### config.mk
export PLATFORM = sky130hd
export DESIGN_NAME = mipi_hs_byte_aligner
export DESIGN_NICKNAME = d
export VERILOG_FILES = /design/src/rtl/mipi_rx_pkg.sv /design/src/rtl/mipi_sync_detect.sv /design/src/rtl/mipi_hs_byte_aligner.sv
export SDC_FILE = /design/constraint.sdc
export NUM_CORES = 1
export LEC_CHECK = 0
export ABC_AREA = 1
export ABC_CLOCK_PERIOD_IN_PS = 2090
export CAP_MARGIN = 20
export CORE_MARGIN = 5
export CORE_UTILIZATION = 50
export CTS_CLUSTER_SIZE = 30
export DETAILED_ROUTE_END_ITERATION = 8
export GPL_ROUTABILITY_DRIVEN = 0
export PLACE_DENSITY = 0.73
export SETUP_SLACK_MARGIN = 0.1
export SYNTH_ARGS = -nofsm -noshare
export SYNTH_HDL_FRONTEND = slang
export SYNTH_HIERARCHICAL = 1
export SYNTH_SLANG_ARGS = --single-unit
### constraint.sdc
create_clock -name SCLK -period 2.09 [get_ports SCLK]
set_clock_uncertainty 0.2 [all_clocks]
set_input_delay 0.418 -clock SCLK [delete_from_list [all_inputs] [get_ports SCLK]]
set_output_delay 0.418 -clock SCLK [all_outputs]
set_load 0.01 [all_outputs]
### src/rtl/mipi_rx_pkg.sv
// Shared types and constants for the MIPI D-PHY HS receive path.
// Used by the byte aligner, sync detector and lane merger.
package mipi_rx_pkg;

    localparam int                     MIPI_BYTE_W    = 8;
    localparam logic [MIPI_BYTE_W-1:0] MIPI_SYNC_BYTE = 8'hB8;

    typedef enum logic [2:0] {
        IDLE,
        SETTLE,
        HUNT,
        LOCKED,
        ERR
    } mipi_rx_state_e;

    // Byte starting at bit 'off' of a two-word window; bit 0 is the earliest received.
    function automatic logic [MIPI_BYTE_W-1:0] mipi_extract_byte(
        input logic [2*MIPI_BYTE_W-1:0] win,
        input logic [2:0]               off
    );
        logic [2*MIPI_BYTE_W-1:0] shifted;
        shifted = win >> off;
        return shifted[MIPI_BYTE_W-1:0];
    endfunction

endpackage

### src/rtl/mipi_sync_detect.sv
// Searches a 16-bit window for the HS sync byte at all 8 bit offsets.
// Reports whether any offset matched and the lowest matching offset.
module mipi_sync_detect
    import mipi_rx_pkg::*;
#(
    parameter logic [MIPI_BYTE_W-1:0] SYNC_BYTE = MIPI_SYNC_BYTE
) (
    input  logic [2*MIPI_BYTE_W-1:0] win,
    output logic                     found,
    output logic [2:0]               offset
);

    logic [7:0] match;

    always_comb begin
        match = '0;
        for (int k = 0; k < 8; k++) begin
            match[k] = (mipi_extract_byte(win, 3'(k)) == SYNC_BYTE);
        end
    end

    // Scan downward so the lowest matching offset is the one left standing.
    always_comb begin
        found  = |match;
        offset = 3'd0;
        for (int k = 7; k >= 0; k--) begin
            if (match[k]) begin
                offset = 3'(k);
            end
        end
    end

endmodule

### src/rtl/mipi_hs_byte_aligner.sv
// Locks onto the D-PHY HS sync byte in a bit-aligned IOD lane and emits
// byte-aligned payload with valid / start-of-transmission markers.
//   state  | meaning
//   IDLE   | lane in LP or bit alignment not done
//   SETTLE | ignoring HS_SETTLE words after LP exit
//   HUNT   | searching all 8 offsets for the sync byte
//   LOCKED | extracting payload at the locked offset
//   ERR    | hunt timed out, waiting for LP
module mipi_hs_byte_aligner
    import mipi_rx_pkg::*;
#(
    parameter logic [MIPI_BYTE_W-1:0] SYNC_BYTE    = MIPI_SYNC_BYTE,
    parameter int                     HS_SETTLE    = 4,
    parameter int                     SYNC_TIMEOUT = 32
) (
    input  logic                   SCLK,
    input  logic                   RESET,
    input  logic                   BIT_ALGN_DONE,
    input  logic                   LP_IN,
    input  logic [MIPI_BYTE_W-1:0] RX_DATA,
    output logic [MIPI_BYTE_W-1:0] BYTE_DATA,
    output logic                   BYTE_VALID,
    output logic                   BYTE_SOT,
    output logic                   ALIGN_LOCKED,
    output logic [2:0]             ALIGN_OFFSET,
    output logic                   SYNC_ERR,
    output logic [7:0]             SYNC_ERR_CNT
);

    localparam int SET_W  = (HS_SETTLE > 0) ? $clog2(HS_SETTLE + 1) : 1;
    localparam int HUNT_W = $clog2(SYNC_TIMEOUT + 1);

    mipi_rx_state_e            state_q, state_d;
    logic [SET_W-1:0]          settle_cnt_q, settle_cnt_d;
    logic [HUNT_W-1:0]         hunt_cnt_q, hunt_cnt_d;
    logic [MIPI_BYTE_W-1:0]    prev_q, prev_d;
    logic [MIPI_BYTE_W-1:0]    byte_data_q, byte_data_d;
    logic                      byte_valid_q, byte_valid_d;
    logic                      byte_sot_q, byte_sot_d;
    logic                      first_q, first_d;
    logic                      align_locked_q, align_locked_d;
    logic [2:0]                align_offset_q, align_offset_d;
    logic                      sync_err_q, sync_err_d;
    logic [7:0]                sync_err_cnt_q, sync_err_cnt_d;

    logic [2*MIPI_BYTE_W-1:0]  win;
    logic                      det_found;
    logic [2:0]                det_offset;

    assign win = {RX_DATA, prev_q};

    mipi_sync_detect #(
        .SYNC_BYTE (SYNC_BYTE)
    ) u_sync_detect (
        .win    (win),
        .found  (det_found),
        .offset (det_offset)
    );

    always_comb begin
        state_d        = state_q;
        settle_cnt_d   = settle_cnt_q;
        hunt_cnt_d     = hunt_cnt_q;
        prev_d         = RX_DATA;
        byte_data_d    = byte_data_q;
        byte_valid_d   = 1'b0;
        byte_sot_d     = 1'b0;
        first_d        = first_q;
        align_offset_d = align_offset_q;
        sync_err_d     = 1'b0;
        sync_err_cnt_d = sync_err_cnt_q;

        // Losing bit alignment or returning to LP abandons the current window.
        if (!BIT_ALGN_DONE) begin
            state_d = IDLE;
        end else if (LP_IN && (state_q != IDLE)) begin
            state_d = IDLE;
        end else begin
            unique case (state_q)
                IDLE: begin
                    if (!LP_IN) begin
                        if (HS_SETTLE == 0) begin
                            state_d    = HUNT;
                            hunt_cnt_d = HUNT_W'(1);
                        end else begin
                            state_d      = SETTLE;
                            settle_cnt_d = SET_W'(1);
                        end
                    end
                end
                SETTLE: begin
                    if (settle_cnt_q == SET_W'(HS_SETTLE)) begin
                        state_d    = HUNT;
                        hunt_cnt_d = HUNT_W'(1);
                    end else begin
                        settle_cnt_d = settle_cnt_q + 1'b1;
                    end
                end
                HUNT: begin
                    if (det_found) begin
                        state_d        = LOCKED;
                        align_offset_d = det_offset;
                        first_d        = 1'b1;
                    end else if (hunt_cnt_q == HUNT_W'(SYNC_TIMEOUT)) begin
                        state_d    = ERR;
                        sync_err_d = 1'b1;
                        if (sync_err_cnt_q != 8'hFF) begin
                            sync_err_cnt_d = sync_err_cnt_q + 8'd1;
                        end
                    end else begin
                        hunt_cnt_d = hunt_cnt_q + 1'b1;
                    end
                end
                LOCKED: begin
                    byte_data_d  = mipi_extract_byte(win, align_offset_q);
                    byte_valid_d = 1'b1;
                    byte_sot_d   = first_q;
                    first_d      = 1'b0;
                end
                ERR: begin
                    state_d = ERR;
                end
                default: begin
                    state_d = IDLE;
                end
            endcase
        end

        align_locked_d = (state_d == LOCKED);
    end

    always_ff @(posedge SCLK) begin
        if (RESET) begin
            state_q        <= IDLE;
            settle_cnt_q   <= '0;
            hunt_cnt_q     <= '0;
            prev_q         <= '0;
            byte_data_q    <= '0;
            byte_valid_q   <= 1'b0;
            byte_sot_q     <= 1'b0;
            first_q        <= 1'b0;
            align_locked_q <= 1'b0;
            align_offset_q <= 3'd0;
            sync_err_q     <= 1'b0;
            sync_err_cnt_q <= 8'd0;
        end else begin
            state_q        <= state_d;
            settle_cnt_q   <= settle_cnt_d;
            hunt_cnt_q     <= hunt_cnt_d;
            prev_q         <= prev_d;
            byte_data_q    <= byte_data_d;
            byte_valid_q   <= byte_valid_d;
            byte_sot_q     <= byte_sot_d;
            first_q        <= first_d;
            align_locked_q <= align_locked_d;
            align_offset_q <= align_offset_d;
            sync_err_q     <= sync_err_d;
            sync_err_cnt_q <= sync_err_cnt_d;
        end
    end

    assign BYTE_DATA    = byte_data_q;
    assign BYTE_VALID   = byte_valid_q;
    assign BYTE_SOT     = byte_sot_q;
    assign ALIGN_LOCKED = align_locked_q;
    assign ALIGN_OFFSET = align_offset_q;
    assign SYNC_ERR     = sync_err_q;
    assign SYNC_ERR_CNT = sync_err_cnt_q;

endmodule

==> results of run 1 <==
metrics by stage:
step / power [mW] / cell area (um2) / TNS (ns)
after floorplan: 0.984 / 2770 / 0
after global placement: 1.05 / 3330 / -7.00
after detailed placement: 1.06 / 3330 / -7.48
after CTS: 1.58 / 3410 / 0
after global routing: 1.66 / 3500 / 0
final: 1.57 / 3500 / 0
power breakdown:
part / switching [mW] / internal (mW) / total [mW]
clock: 0.296 / 0.227 / 0.523
combinational: 0.105 / 0.0768 / 0.182
sequential: 0.0133 / 0.849 / 0.862
worst max-delay path by stage:
| stage | slack, ns | endpoint | start | cells past startpoint |
|---|---|---|---|---|
| after global placement | -0.38 | hunt_cnt_q[1] | RX_DATA[0] | 14 |
| after CTS | 0.10 | hunt_cnt_q[0] | RX_DATA[6] | 13 |
| after global routing | 0.06 | hunt_cnt_q[1] | RX_DATA[1] | 14 |
| after floorplan | 0.36 | hunt_cnt_q[1] | RX_DATA[1] | 13 |
| final | 0.17 | SYNC_ERR_CNT[5] | SYNC_ERR_CNT[5] | 1 |
| after detailed placement | -0.42 | hunt_cnt_q[1] | RX_DATA[0] | 14 |
synth_stat cells, drive strengths merged:
library cell | count | area share, %
a21oi | 25 | 4.7
and3 | 1 | 0.23
buf | 6 | 1.4
clkbuf | 5 | 0.72
clkinv | 1 | 0.14
dfxtp | 44 | 32
ha | 5 | 2.3
inv | 61 | 8.3
nand2 | 136 | 20
nand3 | 40 | 7.9
nand3b | 1 | 0.27
nand4 | 8 | 1.8
nor2 | 52 | 8.6
nor3 | 5 | 0.90
o211ai | 2 | 0.54
o21a | 8 | 2.2
o21ai | 25 | 4.9
o21bai | 2 | 0.54
or2 | 6 | 1.4
xnor2 | 1 | 0.32
xor2 | 4 | 1.3
sequential cells by signal (all words and copies together) (netlist names), 3 cells and up:
signal / count
BYTE_DATA: 8
SYNC_ERR_CNT: 8
prev_q: 8
hunt_cnt_q: 6
ALIGN_OFFSET: 3
settle_cnt_q: 3
state_q: 3
cell type report:
cell class	instances	share of cell area (%)
multi-input combinational	321	46.3
tap	72	2.58
inverter	62	6.73
timing repair buffer	65	16.4
clock buffer	5	1.97
clock inverter	2	0.358
sequential	44	25.7
cells by family (layout without fill, tap and decap cells):
family	Yosys count	in the layout	share of synthesized area, %
buf+inv	73	134	10.5
xor+xnor	5	5	1.58
fa+ha+maj	5	5	2.26
simple gates	249	249	41.0
flops	44	44	31.8
compound gates	62	62	12.8
what timing repair did:
action | CTS | global route
setup buffers | 0 | 6
resized for setup | 10 | 30
pin swaps | 4 | 10
endpoints found under the hold margin | 0 | 0
setup endpoints to repair | 19 | 18
gates cloned | 0 | 0
routing by layer:
metal  part of all wire (%)  up-vias  global-route usage [%]
li1                       -     1508                       -
met2                     52       62                    35.2
met3                    4.2       11                    4.51
met4                    1.3        0                    6.33
met5                      0        -                       0
met1                     43     1268                    21.6
==> impl_metrics.json, run 1 <==
{
  "htreeDepth": 2,
  "fmax_mhz": 521,
  "crit_type": "reg -> out",
  "finalMaxSlewViolations": 0,
  "synth_area_mm2": 0.00277,
  "outcome": "finished, final reports clean",
  "path_buf_inv": 1,
  "cts_max_path_buffers": 2,
  "worstSkewPairLatency_ns": 0.30,
  "die_w_um": 84.4,
  "nets": 516,
  "rows": 27,
  "first_iter_violations": 112,
  "p_leak_nw": 1.63,
  "initial_core_util_pct": 50.9,
  "multiInputGateArea_mm2": 0.00162,
  "max_cap_viol_count": 0,
  "finalCriticalPeriod_ns": 1.92,
  "slowest_stage": "clkdlybuf4s50_1",
  "die_h_um": 84.4,
  "avgSynthCellArea_um2": 6.32,
  "routed_wl_um": 6440,
  "ys_warn_count": 6,
  "rsz0062_at_grt": "true",
  "cts_made_buffers": 5,
  "holdWs_ns": 0.215,
  "fin_util_pct": 64.3,
  "worst_slack_ns": 0.172,
  "fin_cells": 571,
  "setup_viol": 0,
  "areaGrowthSynthToFinish_pct": 26.3,
  "syn-num-nets": 455,
  "antenna_found_initial": 0,
  "peakVddDrop_mv": 0.208,
  "postRouteAntennaNets": 0,
  "route.detailed.wl_per_inst_um": 11.3,
  "drcViolationCount": 0,
  "required_ns": 1.47,
  "worst_slew_pin_slew_ns": 0.409,
  "grt_pass1_vias": 2690,
  "core_mm2": 0.00544,
  "dp.cells": 558,
  "post_synth_num_cell_types": 34,
  "worstHoldStart": "RX_DATA[6]",
  "p_per_area_mw_per_mm2": 448,
  "drive_above_1_share_pct": 18.0,
  "ctsHoldBuffers": 0,
  "via_count": 2849,
  "synth_cells": 438,
  "cp-end-kind": "output port",
  "cts_root_buffer": "clkbuf_8",
  "critical_path.cell_chain": "clkdlybuf4s50_1",
  "reg2reg_depth": 13,
  "antenna_cells": 0,
  "dp_worst_setup_slack_ns": -0.423,
  "layout_commonest_cell": "nand2_1",
  "path_max_fanout": 6,
  "ios": 35,
  "place_hpwl_um": 5000,
  "port_buffers": 34,
  "grt_usage_pct": 19.2,
  "period_share_pct": 91.8,
  "cts_tree": "done",
  "start_kind": "flop",
  "grt_max_degree": 18,
  "crit_family": "buffers and inverters",
  "cp.arrival_ns": 1.30,
  "hp-class": "in -> reg",
  "holdPathEnd": "prev_q[6]",
  "reg2reg_to": "hunt_cnt_q[1]",
  "hold_violations": 0,
  "synth-seq-cells": 44,
  "r2r_slack_ns": 0.21,
  "r2r_start": "prev_q[6]",
  "grt_pass1_wl_um": 11500,
  "slowest_delay_ns": 0.57,
  "die_area_mm2": 0.00713,
  "yosysSeqAreaShare_pct": 31.8,
  "regArea_um2": 897,
  "firstDrtPassIters": 5,
  "maxSlewHeadroom_pct": 72.7,
  "final_cell_mix": "nand2_1 (120), inv_1 (53), nor2_1 (44)",
  "nFillCells": 504,
  "vias_per_cell": 4.99,
  "cts.sinks": 44,
  "path_clk_slew_ns": 0.08,
  "grt_overflow": 0,
  "whs_path_depth": 3
}
(Power assumes the default switching activity.)
==> run 2: changes to the inputs <==
CTS_BUF_LIST = sky130_fd_sc_hd__clkbuf_8   (was default)
==> results of run 2 <==
No change in the layout: final DEF, timing and power equal those of run 1.
